==> src/rtl/tmds_rx_channel.sv <==
// TMDS receive channel: word alignment from a 2-bit DDR stream, 8b/10b TMDS decode and token lock FSM.
// out_valid is a one-cycle strobe with no backpressure; all outputs hold their value between strobes.
module tmds_rx_channel #(
    parameter int LOCK_TOKENS  = 8,
    parameter int SEARCH_WORDS = 4096
) (
    input  logic       clk_shift,
    input  logic       rst_n,
    input  logic [1:0] in_ddr,
    output logic       out_valid,
    output logic       out_de,
    output logic [7:0] out_data,
    output logic [1:0] out_ctrl,
    output logic [9:0] out_raw,
    output logic       locked,
    output logic [3:0] slip_pos
);
    localparam int TW = $clog2(LOCK_TOKENS + 1);
    localparam logic [TW-1:0] LT = TW'(LOCK_TOKENS);
    localparam logic [15:0]   SW = 16'(SEARCH_WORDS);

    typedef enum logic {SEARCH = 1'b0, LOCKED = 1'b1} state_t;

    state_t        state, state_nx;
    logic [11:0]   sr;
    logic [2:0]    cnt;
    logic [TW-1:0] tok_cnt, tok_nx;
    logic [15:0]   miss_cnt, miss_nx;
    logic          extract, slip, is_tok;
    logic [9:0]    raw;
    logic [7:0]    q, dec_data;
    logic [1:0]    dec_ctrl;

    // sr[11] is the newest serial bit. Even offsets are taken one cycle late so that an
    // even offset and the next odd offset share an extraction cycle.
    assign raw     = slip_pos[0] ? sr[10:1] : sr[9:0];
    assign extract = (cnt == 3'd6);
    assign locked  = (state == LOCKED);

    always_comb begin : decode
        is_tok   = 1'b1;
        dec_ctrl = 2'b00;
        dec_data = 8'h00;
        q        = raw[9] ? ~raw[7:0] : raw[7:0];
        case (raw)
            10'h354: dec_ctrl = 2'b00;
            10'h0AB: dec_ctrl = 2'b01;
            10'h154: dec_ctrl = 2'b10;
            10'h2AB: dec_ctrl = 2'b11;
            default: is_tok   = 1'b0;
        endcase
        dec_data[0] = q[0];
        for (int i = 1; i < 8; i++)
            dec_data[i] = raw[8] ? (q[i] ^ q[i-1]) : ~(q[i] ^ q[i-1]);
    end

    always_comb begin : fsm_next
        state_nx = state;
        tok_nx   = tok_cnt;
        miss_nx  = miss_cnt;
        slip     = 1'b0;
        if (extract) begin
            if (is_tok) begin
                miss_nx = '0;
                if (tok_cnt != LT)
                    tok_nx = tok_cnt + TW'(1);
                if (state == SEARCH && tok_nx == LT)
                    state_nx = LOCKED;
            end else begin
                tok_nx  = '0;
                miss_nx = miss_cnt + 16'd1;
                if (miss_nx == SW) begin
                    miss_nx  = '0;
                    slip     = 1'b1;
                    state_nx = SEARCH;
                end
            end
        end
    end

    always_ff @(posedge clk_shift or negedge rst_n) begin : fsm_reg
        if (!rst_n) begin
            state    <= SEARCH;
            tok_cnt  <= '0;
            miss_cnt <= '0;
        end else begin
            state    <= state_nx;
            tok_cnt  <= tok_nx;
            miss_cnt <= miss_nx;
        end
    end

    // cnt runs 0..6 from reset; later words restart at 2 (5-cycle period) or at 1 when
    // an odd-to-even slip pushes the extraction one cycle later.
    always_ff @(posedge clk_shift or negedge rst_n) begin : datapath
        if (!rst_n) begin
            sr        <= '0;
            cnt       <= '0;
            slip_pos  <= '0;
            out_valid <= 1'b0;
            out_de    <= 1'b0;
            out_data  <= '0;
            out_ctrl  <= '0;
            out_raw   <= '0;
        end else begin
            sr        <= {in_ddr[1], in_ddr[0], sr[11:2]};
            out_valid <= extract;
            if (extract) begin
                cnt      <= (slip && slip_pos[0]) ? 3'd1 : 3'd2;
                out_raw  <= raw;
                out_de   <= ~is_tok;
                out_data <= is_tok ? 8'h00 : dec_data;
                out_ctrl <= dec_ctrl;
            end else begin
                cnt <= cnt + 3'd1;
            end
            if (slip)
                slip_pos <= (slip_pos == 4'd9) ? 4'd0 : slip_pos + 4'd1;
        end
    end
endmodule
==> config.mk <==
export PLATFORM = sky130hd
export DESIGN_NAME = tmds_rx_channel
export DESIGN_NICKNAME = d
export VERILOG_FILES = /design/src/rtl/tmds_rx_channel.sv
export SDC_FILE = /design/constraint.sdc
export NUM_CORES = 1
export LEC_CHECK = 0
export ABC_CLOCK_PERIOD_IN_PS = 4500
export CAP_MARGIN = 20
export CORE_MARGIN = 2
export CORE_UTILIZATION = 50
export DETAILED_ROUTE_END_ITERATION = 7
export MAX_ROUTING_LAYER = met4
export PLACE_DENSITY = 0.7
export SETUP_SLACK_MARGIN = 0.05
export SLEW_MARGIN = 20
export SYNTH_ARGS = -nofsm -noshare
export SYNTH_HDL_FRONTEND = slang
export SYNTH_SLANG_ARGS = --single-unit
==> constraint.sdc <==
create_clock -name clk_shift -period 4.5 [get_ports clk_shift]
set_input_delay 0.9 -clock clk_shift [delete_from_list [all_inputs] [get_ports clk_shift]]
set_output_delay 0.9 -clock clk_shift [all_outputs]
set_load 0.05 [all_outputs]
==> impl_metrics.json <==
{
  "nets": 366,
  "antenna_found_initial": 0,
  "holdBufCountCts": 0,
  "instances_no_fill": 431,
  "setup_viol": 0,
  "clock-skew-final_ps": 10.1,
  "drt_iter0_drc": 132,
  "synth_top_cell_area_share_pct": 48.8,
  "port_buffers": 30,
  "design.core.area_um2": 6240,
  "syn-num-nets": 342,
  "cts_buffers": 9,
  "finalHoldViolations": 0,
  "worst_pin_slew_ps": 725,
  "rsz0062_at_grt": "no",
  "reg2reg_depth": 9,
  "power.leakage_nw": 1.62,
  "path_clk_slew_ps": 70,
  "yosysWarnings": 0,
  "grt_use_total_pct": 21.3,
  "place_inst": 415,
  "syn_area_um2": 3180,
  "period_needed_ps": 3100,
  "timing.rr.start": "slip_pos[0]",
  "cts_buffer_depth": 2,
  "start_util_pct": 50.9,
  "timing.hold.ws_ps": 362,
  "min_delay_worst_endpoint": "sr[9]",
  "synthArstFlopShare_pct": 100,
  "wl_per_cell_um": 14.8,
  "synth_top_area_cell": "dfrtp_1",
  "end_kind": "flop",
  "syn-instance-count": 325,
  "gr-total-overflow": 0,
  "synth_area_leaders": "dfrtp_1 49%, nand2_1 6.7%, o21ai_0 5.7%",
  "row_count": 29,
  "finalCoreUtilization_pct": 60.1,
  "rr_endpoint": "miss_cnt[8]",
  "grt_start_max_net_pins": 49,
  "crit_path_start_kind": "flop",
  "cp_max_fo": 21,
  "grt_pass1_vias": 2307,
  "min_period_over_period_pct": 68.9,
  "first_pass_iters": 5,
  "hold_class": "flop to flop",
  "cts_resized": 0,
  "relSlewSlack_pct": 51.7,
  "tns_ps": 0,
  "io_pins": 31,
  "netlist_top_cells_count": "62 x dfrtp_1, 57 x nand2_1, 36 x o21ai_0",
  "outcome": "complete, no violations",
  "max_freq_mhz": 322,
  "antenna_left": 0,
  "dieArea_um2": 7010,
  "viasPerCell": 5.47,
  "p_total_mw": 1.36,
  "cap_violations": 0,
  "fp.dieH_um": 83.7,
  "clock_latency_ps": 340,
  "crit_type": "flop to flop",
  "clockRootBuffer": "clkbuf_8",
  "hold_depth": 0,
  "p_per_area_nw_per_um2": 361,
  "h-tree-depth": 3,
  "ir_worst_vdd_mv": 0.222,
  "multi_input_area_um2": 1480,
  "vias": 2358,
  "post_cts_buffers": 0,
  "ys.flop_type": "dfrtp_1",
  "drv_slew": 0,
  "grt_pass1_wl_um": 11500,
  "synth_cell_types": 49,
  "cts_tree": "done",
  "critPathArrivalTime_ps": 3360,
  "antenna_cells": 0,
  "syn2layout_area_growth_pct": 18.1,
  "hpwlAfterDp_um": 4380,
  "ys_ff_latch": 62,
  "cts_sinks": 62,
  "r2r_slack_ps": 1400,
  "ys_seq_area_share_pct": 48.8,
  "nFillCells": 534,
  "avgSynthCellArea_um2": 9.77,
  "seqCellArea_um2": 1550,
  "min_from": "sr[11]",
  "synth_edf_count": 0,
  "worstPathRequired_ps": 4760,
  "drt-total-wl_um": 6400,
  "yosysMostFrequentCell": "dfrtp_1",
  "drc": 0,
  "drive_above_1_share_pct": 8.19,
  "gp_congestion": 0.891,
  "die_w_um": 83.7
}
## registers in the layout (all words and copies together), names as in the netlist
name / flops
out_raw: 10
cnt: 3
out_valid: 1
locked: 1
out_de: 1
out_ctrl: 2
miss_cnt: 16
tok_cnt: 4
sr: 12
slip_pos: 4
out_data: 8
## worst max-delay path, stage by stage, from the launching register on
cell     delay, ps
dfrtp_1        770
mux2i_1        480
inv_1           80
ha_1           200
and4_1         200
nor2b_1        170
or3_1          660
a31oi_1        270
o21ai_0         90
o21ai_0         90
## logic make-up (layout without fill, tap and decap cells)
group / after synthesis / after routing / share of synthesized area (%)
DFF: 62 / 62 / 48.8
adders and majority gates: 13 / 13 / 5.12
AOI/OAI and AO/OA: 64 / 64 / 11.9
xor gates and xnor gates: 16 / 16 / 4.41
and+or+nand+nor: 121 / 121 / 20.4
muxes: 14 / 14 / 4.80
buffers and inverters: 35 / 64 / 4.49
## worst max path at each step
stage                           start      endpoint  depth (start not counted)
after floorplan           slip_pos[0]   slip_pos[3]                         10
after global placement    slip_pos[0]   miss_cnt[9]                          9
after detailed placement  slip_pos[0]   miss_cnt[8]                          9
after CTS                 slip_pos[0]   miss_cnt[8]                          9
after global routing      slip_pos[0]  miss_cnt[14]                          8
final                     slip_pos[0]   miss_cnt[8]                          9
## cell usage in the layout (no fill, tap or decap), types with 2 or more instances in the layout
cell,Yosys,layout
a21oi_1,3,3
a221o_1,2,2
a31oi_1,4,4
and2_1,2,2
and3_1,7,7
and4_1,2,2
buf_4,1,3
bufinv_16,0,3
clkbuf_8,0,10
clkdlybuf4s50_1,0,29
dfrtp_1,62,62
ha_1,13,13
inv_1,15,15
mux2i_1,13,13
nand2_1,57,57
nand2b_1,3,3
nand3_1,7,7
nand4_1,7,7
nor2_1,8,8
nor2b_1,4,4
nor3_1,7,7
nor4_1,2,2
nor4_2,2,2
o2111ai_1,2,2
o21a_1,2,2
o21ai_0,36,36
o21ai_1,5,5
o31ai_1,3,3
or3_1,2,2
xnor2_1,11,11
xor2_1,5,5
## final cells by class
cell class	instances	share of cell area, %
flip-flops and latches	62	41.3
multi-input cells	228	39.5
repair buffers	33	8.47
clock buffers	11	3.77
clock inverters	5	2.83
well taps	77	2.57
inverters	15	1.50
## where the power goes
group	switching (mW)	leakage [nW]	total (mW)	internal (mW)
logic	0.0995	0.725	0.150	0.0506
registers	0.0203	0.777	0.602	0.582
clock network	0.218	0.120	0.603	0.384
total	0.338	1.62	1.36	1.02
## metal layers
metal,part of all wire (%),vias to the layer above,track usage (%)
li1,-,1178,-
met1,50,1128,29.5
met2,45,40,30.4
met3,3.6,12,4.15
met4,1.5,0,9.53
met5,0,-,-
## metrics by stage
stage | cell area, um2 | setup slack [ps]
after CTS | 3750 | 1380
after global routing | 3750 | 1070
after global placement | 3500 | 1490
final | 3750 | 1400
after detailed placement | 3500 | 1410
after floorplan | 3180 | 1620
No activity file was read; power rests on OpenSTA's default activity.
